File: src/rtl/pdl_challenge_sequencer.sv
// Challenge sequencer for a delay-line arbiter PUF: runs VOTES trials per
// challenge pair, majority-votes each response bit and flags non-unanimous bits.
module pdl_challenge_sequencer #(
  parameter int unsigned RESP_BITS     = 16,
  parameter int unsigned VOTES         = 7,
  parameter int unsigned SETTLE_CYCLES = 8
) (
  input  logic                   clk,
  input  logic                   reset,
  input  logic                   start_valid,
  output logic                   start_ready,
  input  logic [2*RESP_BITS-1:0] challenge,
  output logic                   puf_reset,
  output logic                   challenge_top,
  output logic                   challenge_bottom,
  output logic                   signal,
  output logic                   trigger,
  input  logic                   response_bit,
  output logic                   resp_valid,
  input  logic                   resp_ready,
  output logic [RESP_BITS-1:0]   response,
  output logic [RESP_BITS-1:0]   unstable
);

  localparam int unsigned CW = $clog2(SETTLE_CYCLES);
  localparam int unsigned TW = (VOTES > 1) ? $clog2(VOTES) : 1;
  localparam int unsigned BW = (RESP_BITS > 1) ? $clog2(RESP_BITS) : 1;
  localparam int unsigned OW = $clog2(VOTES + 1);

  localparam logic [CW-1:0] SETTLE_LAST = CW'(SETTLE_CYCLES - 1);
  localparam logic [TW-1:0] TRIAL_LAST  = TW'(VOTES - 1);
  localparam logic [BW-1:0] BIT_LAST    = BW'(RESP_BITS - 1);
  localparam logic [OW-1:0] HALF_VOTES  = OW'(VOTES / 2);
  localparam logic [OW-1:0] ALL_VOTES   = OW'(VOTES);

  typedef enum logic [2:0] {
    IDLE, CLEAR, SETUP, FIRE, SETTLE, SAMPLE, RELAX, DONE
  } state_t;

  state_t                 state, state_next;
  logic [CW-1:0]          cnt;
  logic [TW-1:0]          trial;
  logic [BW-1:0]          bit_idx;
  logic [OW-1:0]          ones;
  logic [2*RESP_BITS-1:0] challenge_q;
  logic                   sync_meta, sync_out;

  always_comb begin
    state_next  = state;
    start_ready = 1'b0;
    puf_reset   = 1'b0;
    signal      = 1'b0;
    trigger     = 1'b0;
    case (state)
      IDLE: begin
        start_ready = !reset;
        if (start_valid && !reset) state_next = CLEAR;
      end
      CLEAR: begin
        puf_reset = 1'b1;
        if (cnt == CW'(1)) state_next = SETUP;
      end
      SETUP: begin
        signal     = 1'b1;
        state_next = FIRE;
      end
      FIRE: begin
        signal     = 1'b1;
        trigger    = 1'b1;
        state_next = SETTLE;
      end
      SETTLE: begin
        signal  = 1'b1;
        trigger = 1'b1;
        if (cnt == SETTLE_LAST) state_next = SAMPLE;
      end
      SAMPLE: begin
        signal     = 1'b1;
        trigger    = 1'b1;
        state_next = RELAX;
      end
      RELAX: begin
        if (trial != TRIAL_LAST || bit_idx != BIT_LAST) state_next = CLEAR;
        else                                            state_next = DONE;
      end
      DONE: begin
        if (resp_valid && resp_ready) state_next = IDLE;
      end
      default: state_next = IDLE;
    endcase
  end

  always_ff @(posedge clk) begin
    if (reset) begin
      state            <= IDLE;
      cnt              <= '0;
      trial            <= '0;
      bit_idx          <= '0;
      ones             <= '0;
      challenge_q      <= '0;
      challenge_top    <= 1'b0;
      challenge_bottom <= 1'b0;
      sync_meta        <= 1'b0;
      sync_out         <= 1'b0;
      resp_valid       <= 1'b0;
      response         <= '0;
      unstable         <= '0;
    end else begin
      state     <= state_next;
      sync_meta <= response_bit;
      sync_out  <= sync_meta;

      if (state_next != state)                  cnt <= '0;
      else if (state == CLEAR || state == SETTLE) cnt <= cnt + 1'b1;

      case (state)
        IDLE: begin
          if (start_valid && start_ready) begin
            challenge_q <= challenge;
            trial       <= '0;
            bit_idx     <= '0;
            ones        <= '0;
            response    <= '0;
            unstable    <= '0;
          end
        end
        CLEAR: begin
          // Challenge lines are registered here so they hold from SETUP through RELAX.
          if (state_next == SETUP) begin
            challenge_top    <= challenge_q[{bit_idx, 1'b0}];
            challenge_bottom <= challenge_q[{bit_idx, 1'b1}];
          end
        end
        SAMPLE: ones <= ones + OW'(sync_out);
        RELAX: begin
          if (trial != TRIAL_LAST) begin
            trial <= trial + 1'b1;
          end else begin
            response[bit_idx] <= (ones > HALF_VOTES);
            unstable[bit_idx] <= (ones != '0) && (ones != ALL_VOTES);
            ones              <= '0;
            trial             <= '0;
            if (bit_idx != BIT_LAST) bit_idx <= bit_idx + 1'b1;
          end
        end
        default: ;
      endcase

      // Registered one cycle behind DONE entry; drops on the handshake edge.
      resp_valid <= (state == DONE) && !(resp_valid && resp_ready);
    end
  end

endmodule

File: config.mk
export PLATFORM = sky130hd
export DESIGN_NAME = pdl_challenge_sequencer
export DESIGN_NICKNAME = d
export VERILOG_FILES = /design/src/rtl/pdl_challenge_sequencer.sv
export SDC_FILE = /design/constraint.sdc
export NUM_CORES = 1
export LEC_CHECK = 0
export ABC_AREA = 1
export CAP_MARGIN = 20
export CORE_MARGIN = 3
export CORE_UTILIZATION = 40
export DETAILED_ROUTE_END_ITERATION = 7
export PLACE_DENSITY = 0.61
export SLEW_MARGIN = 5
export SYNTH_ARGS = -nofsm -noshare
export SYNTH_HDL_FRONTEND = slang
export SYNTH_SLANG_ARGS = --single-unit
File: constraint.sdc
create_clock -name clk -period 2.3 [get_ports clk]
set_input_delay 0.345 -clock clk [delete_from_list [all_inputs] [get_ports clk]]
set_output_delay 0.345 -clock clk [all_outputs]
set_load 0.1 [all_outputs]
# After elaboration in Yosys (flattened, before gate mapping)
# Cells that the tools add are included.
[word_totals]
regBits = 85
input_bits = 37
out_inout_bits = 39
[classes]
addsub = 4
order_cmp = 5
eq_ne = 17
muxes = 32
n_reduce_logical = 23
[op_table]
columns = ["cell", "count"]
rows = [
  ["one-hot mux 16 bit (2 select lines)", 2],
  ["two-way mux 16 bit", 3],
  ["bitwise mux 16 bit", 2],
  ["two-way mux 3 bit", 8],
  ["one-hot mux 3 bit (8 select lines)", 1],
  ["== test 3 bit, second input constant", 5],
  ["less-than comparator 5 x 6 -> 1 bit, second input constant", 2],
  ["two-way mux 4 bit", 3],
  ["== test 3 x 2 -> 1 bit, second input constant", 3],
  ["one-hot mux 3 bit (3 select lines)", 1],
  ["binary-select mux 1 bit (select 4 bit)", 2],
  ["one-hot mux 4 bit (2 select lines)", 1],
  ["two-way mux 1 bit", 7],
  ["adder 3 x 1 -> 3 bit, second input constant", 2],
  ["== test 3 x 1 -> 1 bit, second input constant", 2],
  ["logical AND 1 bit", 6],
  ["!= test 2 bit, second input constant", 3],
  ["!= test 3 bit, second input constant", 2],
  ["one-hot mux 3 bit (2 select lines)", 1],
  ["AND reduction 2 bit", 3],
  ["AND reduction 3 bit", 2],
  ["nonzero test 3 bit", 2],
  ["less-than comparator 4 x 5 -> 1 bit, second input constant", 1],
  ["adder 4 x 1 -> 4 bit, second input constant", 1],
  ["14 further kinds", 16],
]

# Logic depth before layout (Yosys ltp)
# Gate-level depths: netlist (run 1).
[logic_depth]
ltp_word = 7
mapped_depth = 10
ltp_nobuf = 10

# Least setup slack after synthesis (run 1)
# No wires, ideal clock.
[synth_timing]
kind = "reg2out"
start = "register state[2]"
end = "output start_ready"
arrival_ps = 1979
required_ps = 1955
slack_ps = -24
path_stages_with_launch = 5
cell_sequence = "dfxtp_1 > buf_2 > nor2_2 > nand2_1 > nor2_1"
[synth_between]
elab_chain_cells = 2
[synth_lines]
columns = ["element", "line_no", "rtl"]
rows = [
  ["start, declared", "40", "state_t state, state_next;"],
  ["start signal, assigned", "109", "state <= state_next;"],
  ["logical NOT 3 bit", "54", "case (state)"],
  ["two-way mux 1 bit", "54", ""],
  ["end, declared", "11", "output logic start_ready,"],
]
# Every way passes these cells.

# Worst setup path in the final report (run 1)
[layout_timing]
start = "register state[0]"
end = "output start_ready"
# The elaborated chain is that of the path after synthesis.

==> flow_summary.yaml, run 1 <==
floorplanning:
  fp.dieW_um: 107.2
  fp.dieH_um: 107.2
  start_util_pct: 41.51
  design.core.area_um2: 9864
  rows: 36
  ios: 76
  die-area_um2: 11490
clock_tree:
  clkLatencyLatePin_ns: 0.37
  postCtsHoldBufs: 0
  cts-root-buf: "clkbuf_8"
  path_clk_slew_ns: 0.09
  cts.sinks: 85
  cts_made_buffers: 9
  clk_path_buf_depth: 2
  cts_tree: "done"
  htreeDepth: 3
  postCtsSetupBuffers: 0
  post_cts_resized: 0
drt:
  routedWlPerCell_um: 12.32
  first_pass_iters: 4
  wl_um: 9957
  drtIter0Drc: 173
  num_vias: 3829
  drc: 0
  ant_nets: 0
  via_per_inst: 4.739
sta:
  fmax_ghz: 0.5302
  finalSetupViolations: 0
  setup_tns_ns: 0
  max_slew_margin_pct: 62.27
  timing.final.crit_share_pct: 82.01
  fin_worst_skew_ns: 0.009565
  worst_slew_pin_slew_ns: 0.5639
  fin_ws_ns: 0.4138
  hold_viol: 0
  period_needed_ns: 1.886
  drv_slew: 0
  rsz0062_at_grt: "false"
outcome:
  status: "finished, final reports clean"
power:
  combPwrFrac_pct: 20.4
  p_sw_share_pct: 29.98
  intPower_mw: 2.582
  seqPwrFrac_pct: 43.3
  switchingPower_mw: 1.105
  totalPowerFinal_mw: 3.687
  clkPwrFrac_pct: 36.3
  p_leak_nw: 2.339
  powerDensity_nw_per_um2: 716.8
  max-vdd-ir-drop_uv: 326.8
global_route:
  grt_pass1_wl_um: 16470
  grt_use_met2_pct: 28.37
  grt_overflow: 0
  gr-usage-met3_pct: 3.251
  antenna_found_initial: 0
  grt_start_max_net_pins: 70
  met1_usage_pct: 23.43
  grt_usage_pct: 17.75
  busiest_layer: "met2"
  grt_pass1_vias: 3594
finish:
  utilization_pct: 52.14
  fin_nets: 716
  nFillCells: 961
  layout-drive-gt1-share_pct: 12.00
  antennaDiodeCount: 0
  area_growth_pct: 25.60
  stdcell_count: 808
synthesis:
  synth_cell_type_count: 30
  yosysSeqAreaShare_pct: 41.55
  synth_edf_count: 0
  synth_compound_area_share_pct: 17.75
  syn_area_per_cell_um2: 6.814
  synth_cells: 601
  ys.warnings.count: 0
  synthMuxAreaShare_pct: 0.2444
  synthAdderAreaFrac_pct: 2.750
  synth_nets: 647
  async_flop_share_pct: 0
  synth_seq_cells: 85
  synth_top_family_by_area: "simple AND/OR/NAND/NOR gates"
  synthSimpleGateAreaFrac_pct: 25.73
  ys.flop_type: "dfxtp_1"
  netlist_area_um2: 4095
  synth_xor_area_share_pct: 0.8555
placed_design:
  post-dp-hpwl_um: 7097
  gp_congestion: 0.8095
  port_buffers: 75
  dp.cells: 792
  place_ws_ns: 0.3117
critical_path:
  cp-start-kind: "flip-flop"
  worstPathRequired_ns: 1.96
  path_cells: "inv_1, nand2_1, nor2_2, buf_12"
  max_stage_delay_ns: 0.53
  worstSetupPathType: "flip-flop to output port"
  critPathMaxFanout: 9
  cp-end-kind: "output port"
  crit_slowest_cell: "dfxtp_1"
  cp_data_arrival_time_ns: 1.54
job:
  maxCapViolCount: 0
worst_hold_path:
  hold_class: "flip-flop to flip-flop"
## worst paths after layout
kind	from	end	slack (ns)	depth (start not counted)
hold / removal	sync_meta	sync_out	0.41	2
setup / recovery	state[0]	start_ready	0.41	4
hold reg to reg	sync_meta	sync_out	0.41	2
setup reg to reg	state[0]	unstable[3]	0.45	8
## registers in the layout (all words and copies together), names as in the netlist
name,cells
resp_valid,1
unstable,16
challenge_q,32
cnt,3
challenge_top,1
sync_out,1
state,3
response,16
ones,3
bit_idx,4
trial,3
sync_meta,1
challenge_bottom,1
## critical path: cells and delay by family (launching register included)
| kind | cells | cell delay (ns) |
|---|---|---|
| buf+inv | 2 | 0.38 |
| flops | 1 | 0.53 |
| simple gates | 2 | 0.26 |
## metrics by stage
step,instance area (um^2),hold WS [ns]
2_1_floorplan,4098,0.3883
3_3_place_gp,4886,0.3931
3_5_place_dp,4886,0.3965
4_1_cts,5144,0.4090
5_1_grt,5144,0.4386
6_report,5144,0.4073
## area by class of cell
type	instances	area (um^2)	share of cell area [%]
Multi-Input combinational cell	404	1941	37.73
Sequential cell	85	1702	33.08
Timing Repair Buffer	83	750.7	14.59
Inverter	87	326.6	6.349
Tap cell	133	166.4	3.235
Clock buffer	11	151.4	2.943
Clock inverter	5	106.4	2.068
## cells in the mapped netlist (5+ instances only)
master / count / share of area [%]
o21ai_0: 44 / 5.4
a21oi_1: 68 / 8.3
nand3_1: 28 / 3.4
nor2_1: 60 / 5.5
o211ai_2: 5 / 1.5
inv_1: 82 / 7.5
ha_1: 9 / 2.7
o211ai_1: 7 / 1.3
clkbuf_1: 13 / 1.2
nand2_1: 162 / 15
dfxtp_1: 85 / 42
buf_2: 7 / 0.86
## routing by layer
layer	part of all wire, %	wire length [um]
met2	46	4584
met1	48	4756
met5	0	0
met4	1.8	182
met3	4.3	433
## placed cells by master (no fill, tap or decap), drive strengths merged, types with 11 or more instances in the layout
cell	instances
dfxtp	85
buf	47
nand3	29
a21oi	69
clkdlybuf4s50	36
nand2	165
clkbuf	11
o21ai	47
nor2	63
o211ai	12
inv	85
## power groups by stage
stage	Combinational (mW)	Sequential [mW]	Clock (mW)
after detailed placement	0.757	1.63	0
after global routing	0.837	1.61	1.41
after floorplan	0.395	1.78	0
final	0.753	1.60	1.34
after CTS	0.761	1.60	1.37
after global placement	0.747	1.63	0
## cell families (layout without fill, tap and decap cells)
group                    count (synthesis)  count (layout)
buffers and inverters                  112             186
AND/OR/NAND/NOR                        259             259
flip-flops                              85              85
multiplexers                             1               1
XOR/XNOR                                 4               4
AO/OA/AOI/OAI                          131             131
adder cells (fa/ha/maj)                  9               9
(Power assumes the default switching activity.)
==> inputs of run 2 (changes only) <==
==> constraint.sdc (replaced) <==
create_clock -name clk -period 1.85 [get_ports clk]
set_input_delay 0.2775 -clock clk [delete_from_list [all_inputs] [get_ports clk]]
set_output_delay 0.2775 -clock clk [all_outputs]
set_load 0.1 [all_outputs]
==> run 2 against run 1 <==
Clock-buffer cell count rose by 1. Global-route usage is 0.31 points higher. Routed wire length down 0.28%. Setup slack got worse by 0.30 ns. Register-to-register slack got worse by 0.29 ns. Clock power down 3%. Power is 15% higher. Critical endpoint unchanged. Critical path type unchanged. Hold slack gained 0.014 ns. Final cell count up 1.4%. Utilization is 0.71 points higher. Sequential power grew 24%. First-iteration DRC count down 16%.
==> flow_summary.yaml, run 2 (synthesized netlist as in run 1, its figures left out) <==
global_route:
  grt_overflow: 0
  grt_start_max_net_pins: 38
  grt_pass1_wl_um: 16930
  grt_pass1_vias: 3723
  antenna_found_initial: 0
  grt_usage_pct: 18.06
critical_path:
  worstSetupPathType: "flip-flop to output port"
  reg2reg_depth: 8
  worstPathRequired_ns: 1.57
  critPathMaxFanout: 8
  cp-end-kind: "output port"
  cp_data_arrival_time_ns: 1.46
  cp-start-kind: "flip-flop"
clock_tree:
  path_clk_slew_ns: 0.08
  clkLatencyLatePin_ns: 0.35
  htreeDepth: 3
  cts_tree: "done"
  cts.sinks: 85
  postCtsSetupBuffers: 0
  cts-root-buf: "clkbuf_8"
  clk_path_buf_depth: 2
  cts_made_buffers: 9
  postCtsHoldBufs: 0
drt:
  first_pass_iters: 5
  via_per_inst: 4.753
  drtIter0Drc: 146
  num_vias: 3893
  wl_um: 9929
  routedWlPerCell_um: 12.12
  drc: 0
  ant_nets: 0
placed_design:
  dp.cells: 804
  port_buffers: 75
  post-dp-hpwl_um: 7349
  gp_congestion: 0.7995
  placed_cell_area_um2: 5016
  place_ws_ns: 0.04174
finish:
  stdcell_count: 819
  utilization_pct: 52.85
  fin_nets: 728
  fin_area_um2: 5214
  final_cell_mix: "162 x nand2_1, 84 x dfxtp_1, 82 x inv_1, 68 x a21oi_1, 58 x nor2_1"
  largest_reg_flops: 32
  area_growth_pct: 27.31
  reg_top3: "challenge_q: 32 flops, response: 16 flops, unstable: 16 flops"
  top_register: "challenge_q"
  antennaDiodeCount: 0
  layout-drive-gt1-share_pct: 13.41
  mostFrequentLayoutCell: "nand2_1"
sta:
  hold_viol: 0
  fin_ws_ns: 0.1096
  setup_tns_ns: 0
  drv_slew: 0
  period_needed_ns: 1.740
  timing.final.crit_share_pct: 94.08
  rsz0062_at_grt: "false"
  fin_worst_skew_ns: 0.01414
  whs_ns: 0.4216
  fmax_ghz: 0.5746
  max_slew_margin_pct: 74.21
  finalSetupViolations: 0
  worst_slew_pin_slew_ns: 0.3869
floorplanning:
  rows: 36
  ios: 76
  design.core.area_um2: 9864
  die-area_um2: 11490
  fp.dieH_um: 107.2
  fp.dieW_um: 107.2
  start_util_pct: 41.51
power:
  p_leak_nw: 2.374
  intPower_mw: 2.917
  switchingPower_mw: 1.337
  powerDensity_nw_per_um2: 815.9
  seqPwrFrac_pct: 46.5
  totalPowerFinal_mw: 4.254
  combPwrFrac_pct: 22.9
  p_sw_share_pct: 31.42
  clkPwrFrac_pct: 30.6
  max-vdd-ir-drop_uv: 358.7
job:
  maxCapViolCount: 0
worst_hold_path:
  whs_path_depth: 2
  hold_class: "flip-flop to flip-flop"
outcome:
  status: "finished, final reports clean"
==> run 2: area by class of cell <==
cell class | instances | area [um^2]
sequential | 85 | 1703
clock buffer | 12 | 145.1
tap | 133 | 166.4
timing repair buffer | 95 | 878.3
fill | 971 | 4651
clock inverter | 3 | 46.29
multi-input combinational | 404 | 1948
inverter | 87 | 326.6
==> run 2: what timing repair did <==
action	4_1_cts	5_1_grt
gates resized for setup	0	2
endpoints found under the setup margin	0	2
endpoints found under the hold margin	0	0
==> run 2: path summary, 6_finish.rpt <==
kind         slack [ns]          end       from
min                0.42     sync_out  sync_meta
max reg2reg        0.16  unstable[3]   state[2]
max                0.11  start_ready   state[2]
min reg2reg        0.42     sync_out  sync_meta
==> run 2: layer usage <==
layer  global-route usage (%)  wire length (um)
met5                        0                 0
met4                    6.301               136
met3                    2.769               313
met2                    29.58              4511
met1                    24.17              4968
==> run 2: worst max-delay path: stages (launching register included) <==
cell and delay, ns:
dfxtp_1 0.41, nor2_4 0.20, nand2_1 0.15, nor2_2 0.17
buf_12 0.19
==> run 2: power by group through the flow <==
stage	logic [mW]	registers, mW	clock network [mW]
floorplan	0.492	2.21	0
global placement	0.965	2.02	0
detailed placement	0.979	2.02	0
CTS	0.983	1.98	1.33
global route	1.08	1.99	1.42
finish	0.974	1.98	1.30
